[config.mk]
export PLATFORM = sky130hd
export DESIGN_NAME = alu_share_arbiter
export DESIGN_NICKNAME = d
export VERILOG_FILES = /design/src/rtl/alu_share_arbiter_pkg.sv /design/src/rtl/alu.sv /design/src/rtl/alu_share_arbiter_rr_arbiter.sv /design/src/rtl/alu_share_arbiter.sv
export SDC_FILE = /design/constraint.sdc
export NUM_CORES = 1
export LEC_CHECK = 0
export CAP_MARGIN = 20
export CORE_MARGIN = 2
export CORE_UTILIZATION = 51
export DETAILED_ROUTE_END_ITERATION = 12
export GPL_TIMING_DRIVEN = 0
export PLACE_DENSITY = 0.8
export SLEW_MARGIN = 40
export SYNTH_ARGS = -nofsm -noshare
export SYNTH_HDL_FRONTEND = slang
export SYNTH_SLANG_ARGS = --single-unit
[constraint.sdc]
create_clock -name clk -period 5 [get_ports clk]
set_input_delay 1 -clock clk [delete_from_list [all_inputs] [get_ports clk]]
set_output_delay 1 -clock clk [all_outputs]
set_load 0.005 [all_outputs]
[src/rtl/alu_share_arbiter_pkg.sv]
// Shared definitions for the arbitrated ALU: datapath width, opcodes, response payload.
// Latency: n/a (types only). Backpressure: n/a.
package alu_share_arbiter_pkg;

  localparam int XLEN = 32;

  typedef enum logic [2:0] {
    ALU_ADD = 3'b000,
    ALU_SUB = 3'b001,
    ALU_AND = 3'b010,
    ALU_OR  = 3'b011,
    ALU_XOR = 3'b100,
    ALU_SLT = 3'b101,
    ALU_SLL = 3'b110,
    ALU_SRL = 3'b111
  } alu_op_e;

  typedef struct packed {
    logic [XLEN-1:0] result;
    logic            zero;
  } alu_rsp_t;

endpackage

[src/rtl/alu.sv]
// Shared combinational ALU: add/sub/logic/slt/logical shifts with a zero flag.
// Latency: combinational. Backpressure: none.
module alu
  import alu_share_arbiter_pkg::*;
(
  input  logic [XLEN-1:0] a,
  input  logic [XLEN-1:0] b,
  input  logic [2:0]      alucontrol,
  output logic [XLEN-1:0] result,
  output logic            zero
);

  logic            is_add;
  logic [XLEN-1:0] b_eff;
  logic [XLEN-1:0] sum;
  logic            ovf;
  logic            slt;

  // Everything except add goes through a + ~b + 1 so slt can reuse the subtractor.
  assign is_add = (alucontrol == ALU_ADD);
  assign b_eff  = is_add ? b : ~b;
  assign sum    = a + b_eff + XLEN'(!is_add);
  assign ovf    = (a[XLEN-1] == b_eff[XLEN-1]) && (sum[XLEN-1] != a[XLEN-1]);
  assign slt    = sum[XLEN-1] ^ ovf;

  always_comb begin
    result = '0;
    case (alu_op_e'(alucontrol))
      ALU_ADD: result = sum;
      ALU_SUB: result = sum;
      ALU_AND: result = a & b;
      ALU_OR:  result = a | b;
      ALU_XOR: result = a ^ b;
      ALU_SLT: result = {{(XLEN-1){1'b0}}, slt};
      ALU_SLL: result = a << b[4:0];
      ALU_SRL: result = a >> b[4:0];
      default: result = '0;
    endcase
  end

  assign zero = (result == '0);

endmodule

[src/rtl/alu_share_arbiter_rr_arbiter.sv]
// Round-robin picker: first valid requester after 'last', wrapping around.
// Latency: combinational. Backpressure: en=0 suppresses every grant.
module rr_arbiter #(
  parameter int NREQ = 2,
  parameter int IDW  = 1
) (
  input  logic [NREQ-1:0] req,
  input  logic [IDW-1:0]  last,
  input  logic            en,
  output logic [NREQ-1:0] gnt,
  output logic [IDW-1:0]  gnt_idx
);

  logic found;

  // Two ordered passes: indices above 'last' first, then the wrap-around part.
  always_comb begin
    gnt     = '0;
    gnt_idx = '0;
    found   = 1'b0;
    for (int i = 0; i < NREQ; i++) begin
      if (en && !found && req[i] && (i > int'(last))) begin
        found   = 1'b1;
        gnt[i]  = 1'b1;
        gnt_idx = IDW'(i);
      end
    end
    for (int i = 0; i < NREQ; i++) begin
      if (en && !found && req[i] && (i <= int'(last))) begin
        found   = 1'b1;
        gnt[i]  = 1'b1;
        gnt_idx = IDW'(i);
      end
    end
  end

endmodule

[src/rtl/alu_share_arbiter.sv]
// Round-robin sharing of one ALU between NREQ requesters with a single registered, owner-tagged response.
// Latency: 1 cycle accept-to-rsp_valid. Backpressure: held response with rsp_ready=0 blocks all grants.
module alu_share_arbiter
  import alu_share_arbiter_pkg::*;
#(
  parameter int NREQ = 2,
  parameter int IDW  = 3
) (
  input  logic                 clk,
  input  logic                 reset,
  input  logic [NREQ-1:0]      req_valid,
  output logic [NREQ-1:0]      req_ready,
  input  logic [NREQ*XLEN-1:0] req_a,
  input  logic [NREQ*XLEN-1:0] req_b,
  input  logic [NREQ*3-1:0]    req_op,
  output logic                 rsp_valid,
  input  logic                 rsp_ready,
  output logic [XLEN-1:0]      rsp_result,
  output logic                 rsp_zero,
  output logic [IDW-1:0]       rsp_owner
);

  logic            rsp_vld_q, rsp_vld_d;
  alu_rsp_t        rsp_dat_q, rsp_dat_d;
  logic [IDW-1:0]  owner_q, owner_d;
  logic [IDW-1:0]  last_q, last_d;

  logic            out_open;
  logic            arb_en;
  logic [NREQ-1:0] gnt;
  logic [IDW-1:0]  gnt_idx;
  logic [XLEN-1:0] alu_a, alu_b, alu_y;
  logic [2:0]      alu_op;
  logic            alu_zero;

  // Reset gates the arbiter so req_ready stays low while reset is asserted.
  assign out_open = ~rsp_vld_q | rsp_ready;
  assign arb_en   = out_open & reset;

  rr_arbiter #(.NREQ(NREQ), .IDW(IDW)) u_arb (
    .req     (req_valid),
    .last    (last_q),
    .en      (arb_en),
    .gnt     (gnt),
    .gnt_idx (gnt_idx)
  );

  assign req_ready = gnt;

  always_comb begin
    alu_a  = '0;
    alu_b  = '0;
    alu_op = '0;
    for (int i = 0; i < NREQ; i++) begin
      if (gnt[i]) begin
        alu_a  = req_a[i*XLEN +: XLEN];
        alu_b  = req_b[i*XLEN +: XLEN];
        alu_op = req_op[i*3 +: 3];
      end
    end
  end

  alu u_alu (
    .a          (alu_a),
    .b          (alu_b),
    .alucontrol (alu_op),
    .result     (alu_y),
    .zero       (alu_zero)
  );

  // A retire with no new grant clears valid but keeps the data fields.
  always_comb begin
    rsp_vld_d = rsp_vld_q;
    rsp_dat_d = rsp_dat_q;
    owner_d   = owner_q;
    last_d    = last_q;
    if (|gnt) begin
      rsp_vld_d        = 1'b1;
      rsp_dat_d.result = alu_y;
      rsp_dat_d.zero   = alu_zero;
      owner_d          = gnt_idx;
      last_d           = gnt_idx;
    end else if (rsp_ready) begin
      rsp_vld_d = 1'b0;
    end
  end

  always_ff @(posedge clk or negedge reset) begin
    if (!reset) begin
      rsp_vld_q <= 1'b0;
      rsp_dat_q <= '0;
      owner_q   <= '0;
      last_q    <= IDW'(NREQ-1);
    end else begin
      rsp_vld_q <= rsp_vld_d;
      rsp_dat_q <= rsp_dat_d;
      owner_q   <= owner_d;
      last_q    <= last_d;
    end
  end

  assign rsp_valid  = rsp_vld_q;
  assign rsp_result = rsp_dat_q.result;
  assign rsp_zero   = rsp_dat_q.zero;
  assign rsp_owner  = owner_q;

endmodule

==> results of run 1 <==
-- cells by family after synthesis --
kind of cell             Yosys count
XOR/XNOR                          52
buffers and inverters            192
multiplexers                      59
AND/OR/NAND/NOR                  586
flip-flops                        36
adder cells (fa/ha/maj)           96
other                              1
AO/OA/AOI/OAI                    605
-- cells in the mapped netlist (9+ instances only) --
library cell  number
nor3_1            47
xor2_1            29
a31oi_1           25
a2111oi_0         13
nor4_1            21
dfrtp_1           35
mux2i_1           43
a21o_1            16
clkbuf_1          59
inv_1             68
xnor2_1           23
a221oi_1          13
o21ai_0          102
ha_1              95
nor2_1           129
a211oi_1          15
o22a_1            10
nand2_1          221
a22o_1             9
a22oi_1           41
nand2b_1          10
o211ai_1          33
or3_1             11
mux2_2            15
o221ai_1          27
nand4_1           28
and2_1            12
o21a_1             9
o22ai_1           40
and3_1            12
buf_1             22
nand3_1           57
o221a_2           13
buf_2             27
o31ai_1           15
a21oi_1          125
-- layer usage --
layer,global-route usage,overflow
met5,0.2568,0
met2,0.8782,2
met1,0.7271,0
met3,0.5679,0
met4,0.6458,2
-- timing repair --
action	4_1_cts
pin swaps	58
endpoints found under the setup margin	32
buffers inserted	51
hold buffers	0
gates resized for setup	273
cloned	2
-- through the flow --
stage                     setup TNS, ns  hold WS, ns  setup slack, ns
after floorplan                       0       0.4698         0.007409
after global placement           -96.74       0.4581           -3.739
after detailed placement         -46.48       0.4624           -2.295
after CTS                             0       0.4628         0.001477
==> flow_summary.ini, run 1 <==
[status]
status = did not finish
stop_stage = global routing
firstError = [ERROR GRT-0232] Routing congestion too high. Check the congestion heatmap in the GUI.

[logic_synthesis]
syn_inst = 1627
yosys.area.top_type_share = 0.1088
async_flop_share = 1.000
synthTopCellsByArea = ha_1, dfrtp_1, nand2_1
synth_seq_cells = 36
synthMuxAreaShare = 0.05610
ys.flop_type = dfrtp_1
ys_seq_area_frac = 0.08255
synth_compound_area_frac = 0.3850
synth_warnings = 0
ys_types = 89
synth_xor_area_frac = 0.04168
synth_top_area_cell = ha_1
syn-cell-area_sq_um = 10930
synth-simple-area-share = 0.2502
syn_avg_cell_area_sq_um = 6.717
synth-edff-count = 0
synthAdderAreaFrac = 0.1106
synth_top_family_by_area = compound AO/OA/AOI/OAI gates

[placed_design]
gp_congestion = 1.274
dp_hpwl_microns = 53360
port_buffers = 171
placedCellCount = 2077
dpl_cell_area_sq_um = 13310

[floorplan]
io_pins = 178
rows = 53
die_x_microns = 150.4
dieHeight_microns = 150.4
start_util = 0.5199

[clocking]
cts_buffers = 5
cts_sinks = 36
root_buffer = clkbuf_16
ctsHtreeMaxLevel = 2
clock_path_buffers = 2

[global_route]
grt_start_max_net_pins = 35
grt_usage = 0.7118
grt-ovfl-total = 4

[sta]
crit_endpoint = rsp_zero$_DFFE_PN0P_/D
worst-endpoint-pin-kind = register data pin
==> inputs of run 2 (changes only) <==
CORE_UTILIZATION = 40   (was 51)
PLACE_DENSITY = unset   (was 0.8)
PLACE_DENSITY_LB_ADDON = 0.15   (was unset)
clock period = 6.5 ns   (was 5 ns; I/O delays follow)
==> run 2 against run 1 <==
Effect of this change: the run now ends clean; synthesized cell count stayed put; synthesized area stayed put.
==> flow_summary.ini, run 2 <==
[status]
status = complete, no violations

[sta]
hold_viol = 0
tns_ns = 0
min_period_ns = 6.469
drv_slew = 0
rsz0062_at_grt = false
setup_viol = 0
fmaxAchievable_mhz = 154.6
finalCritPeriodShare = 0.9952
fin_worst_skew_ns = 0.02385
tightest_slew_ns = 0.9282
maxSlewHeadroom = 0.3812

[logic_synthesis]
synth_warnings = 0
syn-cell-area_sq_um = 10930
yosys.area.top_type_share = 0.1088
syn_inst = 1627
netlist_top_cells_count = nand2_1, nor2_1, a21oi_1
synthTopCellsByArea = ha_1, dfrtp_1, nand2_1
yosysMostFrequentCell = nand2_1
ys.flop_type = dfrtp_1
async_flop_share = 1.000
syn_avg_cell_area_sq_um = 6.717
synth_top_area_cell = ha_1
ys_seq_area_frac = 0.08255
ys_types = 89
synth_seq_cells = 36
synth-edff-count = 0

[worst_setup_path]
rr_worst_depth = 19
cp.arrival_ns = 6.67
cp_cell_sequence = clkdlybuf4s50_1, nor2b_1, buf_4, or3_1, buf_2, nand2_4, inv_2, buf_2, buf_2, ha_2, a221oi_2, buf_2, nand2_1, nand4_1, a22oi_1, buf_2, a211oi_2, nand4_1, nor4_2, nand4_1, o31ai_1
crit_top_cell = buf_2
worstSetupPathType = primary input to flop
crit_path_max_incr_delay_ns = 0.48
worstPathMaxFanout = 11
critPathSlowestCell = clkdlybuf4s50_1
cp.required_ns = 6.70
end_kind = flop
start_kind = primary input

[global_route]
antenna_found_initial = 2
grt-ovfl-total = 0
grt_pass1_vias = 14785
grt_usage = 0.5029
grt_start_max_net_pins = 35
grt_first_pass_wirelength_microns = 104600

[power]
cellPowerDensity_nw_per_um2 = 183.0
total_power_mw = 2.544
leakagePower_nw = 5.512
irDropWorstVdd_mv = 0.1217

[route]
drt-total-wl_microns = 74360
drtIter0Drc = 2777
viasPerCell = 7.427
drc = 0
first_pass_iters = 6
ant_nets = 0
num_vias = 16042
wire_per_inst_microns = 34.42

[placed_design]
port_buffers = 171
gp_congestion = 1.158
placedCellCount = 2148
dp_hpwl_microns = 59680

[layout]
layout_commonest_cell = nand2_1
fin_cells = 2160
mostFrequentLayoutCells = nand2_1, clkdlybuf4s50_1, nor2_1
fillers = 2723
drive_gt1_frac = 0.1248
area_growth_pct = 27.18
largest_reg_flops = 32
postLayoutCoreUtil = 0.5171
nets = 2053
diodes = 0

[flow_run]
max_cap_violations = 0

[floorplan]
core_sq_um = 26880
start_util = 0.4066
dieHeight_microns = 169.3
rows = 60
die_area_sq_um = 28660
io_pins = 178
die_x_microns = 169.3

[worst_hold_path]
hold_path_depth = 2
hold_path_class = flop to flop

[clocking]
tritoncts = built
cts_sinks = 36
cts_buffers = 5
clk_pin_slew_ns = 0.07
root_buffer = clkbuf_16
ctsHtreeMaxLevel = 2
insertion_delay_ns = 0.31
clock_path_buffers = 2
run 2: cell counts after synthesis:
Identical to the previous run, type by type.
run 2: repair_timing:
action,in CTS,in global routing
hold endpoints to repair,0,0
setup endpoints to repair,32,5
hold buffers,0,0
resized for setup,70,66
setup buffers,2,9
pin swaps,2,5
run 2: per-layer routing:
metal / global-route usage / vias up / share of wire
met2: 0.7249 / 1577 / 0.39
met4: 0.3757 / 2 / 0.10
li1: - / 6592 / -
met1: 0.6201 / 7451 / 0.37
met5: 0 / - / 0.00017
met3: 0.1660 / 420 / 0.14
run 2: report_power, final:
group          switching (mW)  internal (mW)
sequential             0.0439          0.296
combinational            1.24          0.678
clock                   0.146          0.143
run 2: metrics by stage:
step	hold WS (ns)	worst slack [ns]	instance area [sq um]
floorplan	0.4698	0.3646	10930
CTS	0.4821	0.02299	13570
detailed placement	0.4627	-2.733	13230
global placement	0.4605	-4.530	13070
global route	0.4964	0.003422	13900
finish	0.4811	0.03101	13900
run 2: path summary, 6_finish.rpt:
check	slack (ns)	startpoint	end
setup / recovery	0.03	rsp_ready	rsp_zero
hold / removal	0.48	rsp_result[21]	rsp_result[21]
setup reg to reg	0.81	last_q[0]	rsp_zero
hold reg to reg	0.48	rsp_result[21]	rsp_result[21]
max in group asynchronous	5.17	reset	rsp_result[10]
min in group asynchronous	0.84	reset	rsp_valid
run 2: cell families after synthesis:
kind of cell             synth area share
flip-flops                        0.08255
multiplexers                      0.05610
XOR/XNOR                          0.04168
adder cells (fa/ha/maj)            0.1106
AO/OA/AOI/OAI                      0.3850
other                           0.0003432
AND/OR/NAND/NOR                    0.2502
buffers and inverters             0.07351
run 2: area by class of cell:
class	instances	area, sq um	share of cell area
inverter	75	289.0	0.02080
clock buffer	5	125.1	0.009003
buffer	107	568.0	0.04087
clock inverter	3	18.77	0.001350
multi-input combinational	1400	9701	0.6980
timing repair buffer	193	1868	0.1344
sequential	36	902.1	0.06491
tap	341	426.7	0.03070
run 2: critical path, delay by kind of cell:
kind | cells | cell delay [ns]
AO/OA/AOI/OAI | 4 | 1.34
AND/OR/NAND/NOR | 8 | 1.64
buffers and inverters | 8 | 2.01
adder cells (fa/ha/maj) | 1 | 0.35
(Power assumes the default switching activity.)
